===== config.mk =====
export PLATFORM = sky130hd
export DESIGN_NAME = ps2_host_transmitter
export DESIGN_NICKNAME = d
export VERILOG_FILES = /design/src/rtl/ps2_host_transmitter.sv
export SDC_FILE = /design/constraint.sdc
export NUM_CORES = 1
export LEC_CHECK = 0
export ABC_AREA = 1
export BUFFER_PORTS_ARGS = -buffer_cell sky130_fd_sc_hd__buf_2
export CORE_MARGIN = 4
export CORE_UTILIZATION = 50
export CTS_CLUSTER_SIZE = 10
export DETAILED_ROUTE_END_ITERATION = 10
export PLACE_DENSITY = 0.68
export SYNTH_ARGS = -nofsm -noshare
export SYNTH_HDL_FRONTEND = slang
export SYNTH_SLANG_ARGS = --single-unit

===== constraint.sdc =====
create_clock -name clk -period 2.5 [get_ports clk]
set_input_delay 0.25 -clock clk [delete_from_list [all_inputs] [get_ports clk]]
set_output_delay 0.25 -clock clk [all_outputs]
set_load 0.02 [all_outputs]

===== src/rtl/ps2_host_transmitter.sv =====
// rtl/ps2_host_transmitter.sv - PS/2 host-to-device command byte serialiser with ack/timeout reporting
module ps2_host_transmitter #(
    parameter int INHIBIT_CYCLES = 5000,
    parameter int START_CYCLES   = 50,
    parameter int TIMEOUT_CYCLES = 1000000
) (
    input  logic       clk,
    input  logic       rst,
    input  logic       ps2_clk_in,
    input  logic       ps2_data_in,
    output logic       ps2_clk_oe,
    output logic       ps2_data_oe,
    input  logic       tx_valid,
    input  logic [7:0] tx_data,
    output logic       tx_ready,
    output logic       busy,
    output logic       done,
    output logic       err_ack,
    output logic       err_timeout
);

    localparam int MAXC0 = (INHIBIT_CYCLES > START_CYCLES) ? INHIBIT_CYCLES : START_CYCLES;
    localparam int MAXC  = (MAXC0 > TIMEOUT_CYCLES) ? MAXC0 : TIMEOUT_CYCLES;
    localparam int CW    = $clog2(MAXC + 1);

    typedef enum logic [2:0] {
        S_IDLE, S_INHIBIT, S_START, S_REL, S_BITS, S_ACK, S_WAIT_IDLE
    } state_t;

    state_t        state_q, state_d;
    logic [CW-1:0] cnt_q, cnt_d;
    logic [3:0]    bit_q, bit_d;
    logic [8:0]    shift_q, shift_d;
    logic          ok_q, ok_d;
    logic          clk_oe_q, clk_oe_d;
    logic          data_oe_q, data_oe_d;
    logic          done_q, done_d;
    logic          err_ack_q, err_ack_d;
    logic          err_to_q, err_to_d;
    logic          clk_meta_q, clk_sync_q, clk_prev_q;
    logic          data_meta_q, data_sync_q;
    logic          fall;
    logic          timing;

    assign fall = clk_prev_q & ~clk_sync_q;

    // Synchronisers start at the idle (high) bus level so reset never fakes a fall.
    always_ff @(posedge clk) begin
        if (rst) begin
            state_q     <= S_IDLE;
            cnt_q       <= '0;
            bit_q       <= '0;
            shift_q     <= '0;
            ok_q        <= 1'b0;
            clk_oe_q    <= 1'b0;
            data_oe_q   <= 1'b0;
            done_q      <= 1'b0;
            err_ack_q   <= 1'b0;
            err_to_q    <= 1'b0;
            clk_meta_q  <= 1'b1;
            clk_sync_q  <= 1'b1;
            clk_prev_q  <= 1'b1;
            data_meta_q <= 1'b1;
            data_sync_q <= 1'b1;
        end else begin
            state_q     <= state_d;
            cnt_q       <= cnt_d;
            bit_q       <= bit_d;
            shift_q     <= shift_d;
            ok_q        <= ok_d;
            clk_oe_q    <= clk_oe_d;
            data_oe_q   <= data_oe_d;
            done_q      <= done_d;
            err_ack_q   <= err_ack_d;
            err_to_q    <= err_to_d;
            clk_meta_q  <= ps2_clk_in;
            clk_sync_q  <= clk_meta_q;
            clk_prev_q  <= clk_sync_q;
            data_meta_q <= ps2_data_in;
            data_sync_q <= data_meta_q;
        end
    end

    always_comb begin
        state_d   = state_q;
        cnt_d     = cnt_q;
        bit_d     = bit_q;
        shift_d   = shift_q;
        ok_d      = ok_q;
        clk_oe_d  = clk_oe_q;
        data_oe_d = data_oe_q;
        done_d    = 1'b0;
        err_ack_d = 1'b0;
        err_to_d  = 1'b0;
        timing    = (state_q inside {S_REL, S_BITS, S_ACK, S_WAIT_IDLE});

        if (timing) begin
            cnt_d = fall ? '0 : cnt_q + 1'b1;
        end

        case (state_q)
            S_IDLE: begin
                clk_oe_d  = 1'b0;
                data_oe_d = 1'b0;
                if (tx_valid) begin
                    shift_d  = {~^tx_data, tx_data};
                    ok_d     = 1'b0;
                    cnt_d    = '0;
                    clk_oe_d = 1'b1;
                    state_d  = S_INHIBIT;
                end
            end
            S_INHIBIT: begin
                if (cnt_q == CW'(INHIBIT_CYCLES - 1)) begin
                    cnt_d     = '0;
                    data_oe_d = 1'b1;
                    state_d   = S_START;
                end else begin
                    cnt_d = cnt_q + 1'b1;
                end
            end
            S_START: begin
                if (cnt_q == CW'(START_CYCLES - 1)) begin
                    cnt_d    = '0;
                    clk_oe_d = 1'b0;
                    state_d  = S_REL;
                end else begin
                    cnt_d = cnt_q + 1'b1;
                end
            end
            S_REL: begin
                cnt_d   = '0;
                bit_d   = '0;
                state_d = S_BITS;
            end
            S_BITS: begin
                // Falls 1-9 present data then parity; fall 10 releases the line as the stop bit.
                if (fall) begin
                    if (bit_q == 4'd9) begin
                        data_oe_d = 1'b0;
                        state_d   = S_ACK;
                    end else begin
                        data_oe_d = ~shift_q[0];
                        shift_d   = {1'b0, shift_q[8:1]};
                        bit_d     = bit_q + 1'b1;
                    end
                end
            end
            S_ACK: begin
                if (fall) begin
                    if (!data_sync_q) ok_d = 1'b1;
                    else              err_ack_d = 1'b1;
                    state_d = S_WAIT_IDLE;
                end
            end
            S_WAIT_IDLE: begin
                if (clk_sync_q && data_sync_q) begin
                    done_d  = ok_q;
                    ok_d    = 1'b0;
                    cnt_d   = '0;
                    state_d = S_IDLE;
                end
            end
            default: state_d = S_IDLE;
        endcase

        if (timing && !fall && cnt_q == CW'(TIMEOUT_CYCLES - 1)) begin
            state_d   = S_IDLE;
            cnt_d     = '0;
            ok_d      = 1'b0;
            clk_oe_d  = 1'b0;
            data_oe_d = 1'b0;
            done_d    = 1'b0;
            err_ack_d = 1'b0;
            err_to_d  = 1'b1;
        end
    end

    assign ps2_clk_oe  = clk_oe_q;
    assign ps2_data_oe = data_oe_q;
    assign tx_ready    = (state_q == S_IDLE);
    assign busy        = (state_q != S_IDLE);
    assign done        = done_q;
    assign err_ack     = err_ack_q;
    assign err_timeout = err_to_q;

endmodule


# Word level (Yosys, flattened, before mapping)
# Cells that the tools add are included.
# op_classes
add_sub_neg,2
eq_ne,19
muxes,36
bitwise_logic,7
reduce_logical,22
# ops
cell,n
2-to-1 mux 20 bit,6
one-hot mux 20 bit (5 select lines),1
2-to-1 mux 9 bit,3
2-to-1 mux 3 bit,7
one-hot mux 3 bit (7 select lines),1
"adder 20 x 1 -> 20 bit, second input constant",1
"equality test 20 x 13 -> 1 bit, second input constant",1
"equality test 20 bit, second input constant",1
"equality test 20 x 6 -> 1 bit, second input constant",1
one-hot mux 9 bit (2 select lines),1
"!= test 2 bit, second input constant",7
2-to-1 mux 1 bit,11
"equality test 3 bit, second input constant",3
nonzero test 3 bit,3
2-to-1 mux 4 bit,2
one-hot mux 4 bit (2 select lines),1
OR reduction 4 bit,2
XNOR reduction 8 bit,1
AND reduction 7 bit,1
"equality test 3 x 2 -> 1 bit, second input constant",2
inverter 1 bit,6
one-hot mux 1 bit (3 select lines),2
AND reduction 3 bit,2
nonzero test 2 bit,3
14 further kinds,17
# totals
regBits,47
input_bits,13
wordCells,101

# Longest topological paths before layout
# depth
ltp_word,6
mapped_depth,14

# Least setup slack after synthesis
# OpenSTA, ideal clock, no wires.
# synth_path
path_type,flip-flop to flip-flop
from,register cnt_q[0]
to,register cnt_q[0]
setup_time_ns,0.115
arrival_ns,1.478
setup_slack_ns,0.907
stages_incl_launch_ff,12
path_buffers,1
period_less_slack_ns,1.593
path_cell_list,dfxtp_1 -> ha_1 -> nand2_1 -> nor2_2 -> nand3_1 -> nor2_1 -> nand2_4 -> nand2_4 -> inv_2 -> buf_6 -> o21ai_1 -> nor2_1
# synth_between
elab_chain_cells,5
# synth_lines
element,line,source
from (decl),31,"logic [CW-1:0] cnt_q, cnt_d;"
from (signal assigned),67,cnt_q <= cnt_d;
adder 20 x 1 -> 20 bit,"98, 119, 128",
2-to-1 mux 20 bit,98,cnt_d = fall ? '0 : cnt_q + 1'b1;
2-to-1 mux 20 bit,97,if (timing) begin
"2-to-1 mux 20 bit, on equally long branches","157, 105",
one-hot mux 20 bit (5 select lines),101,case (state_q)
# Parallel ways exist; a longest one is shown, timed or not.
# A chain may end at the register's enable or synchronous reset.

# Final worst setup path
# layout_path
from,register state_q[2]
to,register shift_q[0]
# layout_between
elab_chain_cells,3
# layout_lines
element,line,source
from (decl),30,"state_t state_q, state_d;"
from (signal assigned),66,state_q <= state_d;
equality test 3 bit or zero test 3 bit (tied branches),101,
!= test 2 bit (no line) or nonzero test 2 bit (tied branches),n/a,
AND reduction 4 bit (no line),n/a,
to (signal assigned),69,shift_q <= shift_d;
to (decl),33,"logic [8:0] shift_q, shift_d;"
# Parallel ways exist; a longest one is shown, timed or not.

==> impl_summary.txt <==
----------------------------------------------------
[Run status]
  Result of the run ... complete, no violations

[Die]
  Die area ... 7150 sq um
  # rows ... 27
  Chip Width ... 84.6 microns
  Die Ht ... 84.6 microns
  Initial Util ... 0.523
  IO Count ... 20
  Area inside the core boundary ... 5610 sq um

[STA]
  Final max-slew violation count ... 0
  Final hold viol count ... 0
  Maximum clock skew at final layout ... 6.22 ps
  Worst-Margin Slew ... 493 ps
  Total negative setup slack ... 0 ps
  Final setup viols ... 0
  Clock period minus worst slack ... 1960 ps
  Tightest slew margin relative to the limit ... 0.671
  Final worst setup slack ... 538 ps
  Max Clock Freq ... 510 MHz
  Setup repair after global routing missed its margin ... no
  Portion of the clock cycle consumed by the worst path in the final layout ... 0.785

[GRT]
  Antenna violations before repair ... 0
  Global-route wire length before repair ... 11.8 mm
  Via count of the first global-routing pass ... 2636
  Total grt overflow ... 0
  Global-route usage over all layers ... 0.199
  Maximum number of pins on one net before global-route repair ... 19

[Clock tree]
  Clock sink count ... 47
  Cts repair resizes ... 0
  Clock slew at the register clock pins of the worst setup and hold paths ... 80 ps
  # hold bufs at CTS ... 0
  CTS Root Cell ... sky130_fd_sc_hd__clkbuf_8
  H-tree level count ... 2
  Clock latency on the worst-skew pair ... 300 ps
  Maximum root-to-sink buffer count ... 2
  Post-CTS setup-driven buffer insertion count ... 0
  Inserted Clock Buffers ... 5
  TritonCTS clock tree ... yes

[Setup path]
  Type of the worst setup path ... flip-flop to flip-flop
  Critical path startpoint category ... flip-flop
  Arrival time of the worst setup path ... 2180 ps
  Type of element capturing the critical path ... flip-flop
  Largest fanout on the critical path ... 18
  First element of the critical path ... state_q[2]
  Origin of the critical flop-to-flop path ... state_q[2]
  Required time of the critical path ... 2720 ps

[Logic synthesis]
  Number of register bits inferred by synthesis ... 47
  Avg Cell Area, Syn ... 6.66 sq um
  Unique cell type count in the Yosys netlist ... 39
  Total nets after synthesis ... 457
  Sequential fraction of the synthesis area ... 0.321
  Post-synthesis instance total ... 440
  Share of async-settable or async-resettable flops after synthesis ... 0
  Netlist area before placement ... 2930 sq um
  Post-synth EDFFs ... 0
  Yosys warning count ... 0
  Most used DFF post-synth ... sky130_fd_sc_hd__dfxtp_1

[Pwr]
  Lkg Pwr ... 1.39 nW
  VDD IR-drop max ... 0.440 mV
  Pwr Density ... 773 nW/um^2

[Placed design]
  Placed wire-length estimate ... 5.47 mm
  DP Worst Slack ... 549 ps
  Weighted congestion at the end of routability-driven global placement ... 0.936
  Number of input and output port buffers inserted ... 19
  Post-placement cell count ... 523

[Cells and area]
  Fraction of final layout cells sized beyond drive strength 1 ... 0.155
  Synthesis-to-finish area growth ... 6.79%
  Final cell count without fillers ... 531
  Antenna Cells ... 0
  Final #Nets ... 475

[Route]
  Drt drc ... 0
  Iteration-0 DRC Markers ... 198
  Vias ... 2852
  Mean routed wirelength per cell ... 13.3 microns
  Total wire length ... 7.04 mm
  Number of detailed-route iterations in the first pass ... 6
  Vias/cell ... 5.37
  Count of nets left with antenna violations after detail routing ... 0

[Min path]
  Hold path startpoint ... ps2_data_in
  Tightest Hold Check Type ... primary input to flip-flop

[Run]
  Reported max-cap violation count ... 0

----------------------------------------------------
-- cells in the final DEF (no fill, tap or decap), types with 3 or more instances in the layout --
cell type                  instances
sky130_fd_sc_hd__a21oi_1          23
sky130_fd_sc_hd__a21oi_2           3
sky130_fd_sc_hd__a31oi_1           8
sky130_fd_sc_hd__buf_2            19
sky130_fd_sc_hd__clkbuf_8          5
sky130_fd_sc_hd__dfxtp_1          47
sky130_fd_sc_hd__ha_1              4
sky130_fd_sc_hd__inv_1            44
sky130_fd_sc_hd__inv_2             8
sky130_fd_sc_hd__nand2_1         127
sky130_fd_sc_hd__nand2_2           5
sky130_fd_sc_hd__nand2_4           8
sky130_fd_sc_hd__nand3_1          37
sky130_fd_sc_hd__nand4_1           7
sky130_fd_sc_hd__nor2_1           32
sky130_fd_sc_hd__nor2_2            5
sky130_fd_sc_hd__nor3_1           12
sky130_fd_sc_hd__o21ai_0          22
sky130_fd_sc_hd__or2_2             5
sky130_fd_sc_hd__xnor2_1           6
sky130_fd_sc_hd__xor2_1            7
-- layout make-up --
type,count,area (sq um)
repair buffers,21,110
well taps,72,90.1
inverters,54,210
flip-flops and latches,47,941
fillers,595,2480
clock inverters,2,12.5
clock buffers,6,72.6
multi-input cells,329,1690
-- synthesized netlist by cell type, types with 2 or more instances --
master                    number  area [sq um]
sky130_fd_sc_hd__nor3b_1       2          15.0
sky130_fd_sc_hd__or2_2         5          31.3
sky130_fd_sc_hd__nand2_4       8          90.1
sky130_fd_sc_hd__dfxtp_1      47           941
sky130_fd_sc_hd__nor2_4        2          22.5
sky130_fd_sc_hd__ha_1          4          50.1
sky130_fd_sc_hd__buf_6         4          45.0
sky130_fd_sc_hd__nand3_2       2          20.0
sky130_fd_sc_hd__inv_2         8          30.0
sky130_fd_sc_hd__xnor2_1       6          52.6
sky130_fd_sc_hd__a21oi_1      23           115
sky130_fd_sc_hd__o21ai_1       2          10.0
sky130_fd_sc_hd__nor2_1       32           120
sky130_fd_sc_hd__o22ai_1       2          12.5
sky130_fd_sc_hd__nand3_1      37           185
sky130_fd_sc_hd__nand4_1       7          43.8
sky130_fd_sc_hd__nand2_1     127           477
sky130_fd_sc_hd__inv_1        44           165
sky130_fd_sc_hd__a31oi_1       8          50.1
sky130_fd_sc_hd__nor2_2        5          31.3
sky130_fd_sc_hd__nand2_2       5          31.3
sky130_fd_sc_hd__nor3_1       12          60.1
sky130_fd_sc_hd__buf_2         3          15.0
sky130_fd_sc_hd__o21ai_0      22           110
sky130_fd_sc_hd__xor2_1        7          61.3
sky130_fd_sc_hd__a21oi_2       3          26.3
-- report_power, final --
group,switching (mW),internal (mW)
clock network,0.261,0.196
registers,0.0968,0.876
logic,0.693,0.296
-- registers in the layout (all words and copies together) (netlist names), 3 cells and up --
name     cells
cnt_q       20
shift_q      9
bit_q        4
state_q      3
-- through the flow --
step / hold WS (ps) / total power, mW / instance area [sq um] / util
floorplan: 322 / 1.79 / 2930 / -
global placement: 392 / 1.95 / 3050 / 0.543
detailed placement: 397 / 1.98 / 3050 / 0.543
CTS: 128 / 2.44 / 3130 / 0.558
global route: 123 / 2.62 / 3130 / 0.558
finish: 137 / 2.42 / 3130 / 0.558
-- cells by family (layout without fill, tap and decap cells) --
family,count (synthesis),in the layout,share of synthesized area
buffers and inverters,64,83,0.101
AOI/OAI and AO/OA,65,65,0.127
adders and majority gates,4,4,0.0171
DFF,47,47,0.321
xor gates and xnor gates,13,13,0.0388
and+or+nand+nor,247,247,0.395
-- worst max-delay path, stage by stage (launching register included) --
cell and delay [ps]:
sky130_fd_sc_hd__dfxtp_1 520, sky130_fd_sc_hd__buf_4 230, sky130_fd_sc_hd__nand2_4 120, sky130_fd_sc_hd__inv_2 180, sky130_fd_sc_hd__nand2_2 120, sky130_fd_sc_hd__a21oi_4 410, sky130_fd_sc_hd__o21ai_0 150, sky130_fd_sc_hd__a31oi_1 170
-- worst paths after layout --
kind | cells past startpoint | to | slack, ps
worst max-delay path | 7 | shift_q[0] | 540
worst max register to register | 7 | shift_q[0] | 540
worst min-delay path | 2 | data_meta_q | 140
worst min register to register | 1 | clk_sync_q | 410
-- metal layers --
layer / GRT usage / routed length (microns) / vias up
met2: 0.352 / 3360 / 94
met5: 0 / 0 / -
met4: 0.0676 / 201 / 0
met1: 0.247 / 3110 / 1282
met3: 0.0275 / 366 / 18
li1: - / - / 1458
Note: power is estimated with default switching activity, not from simulation.
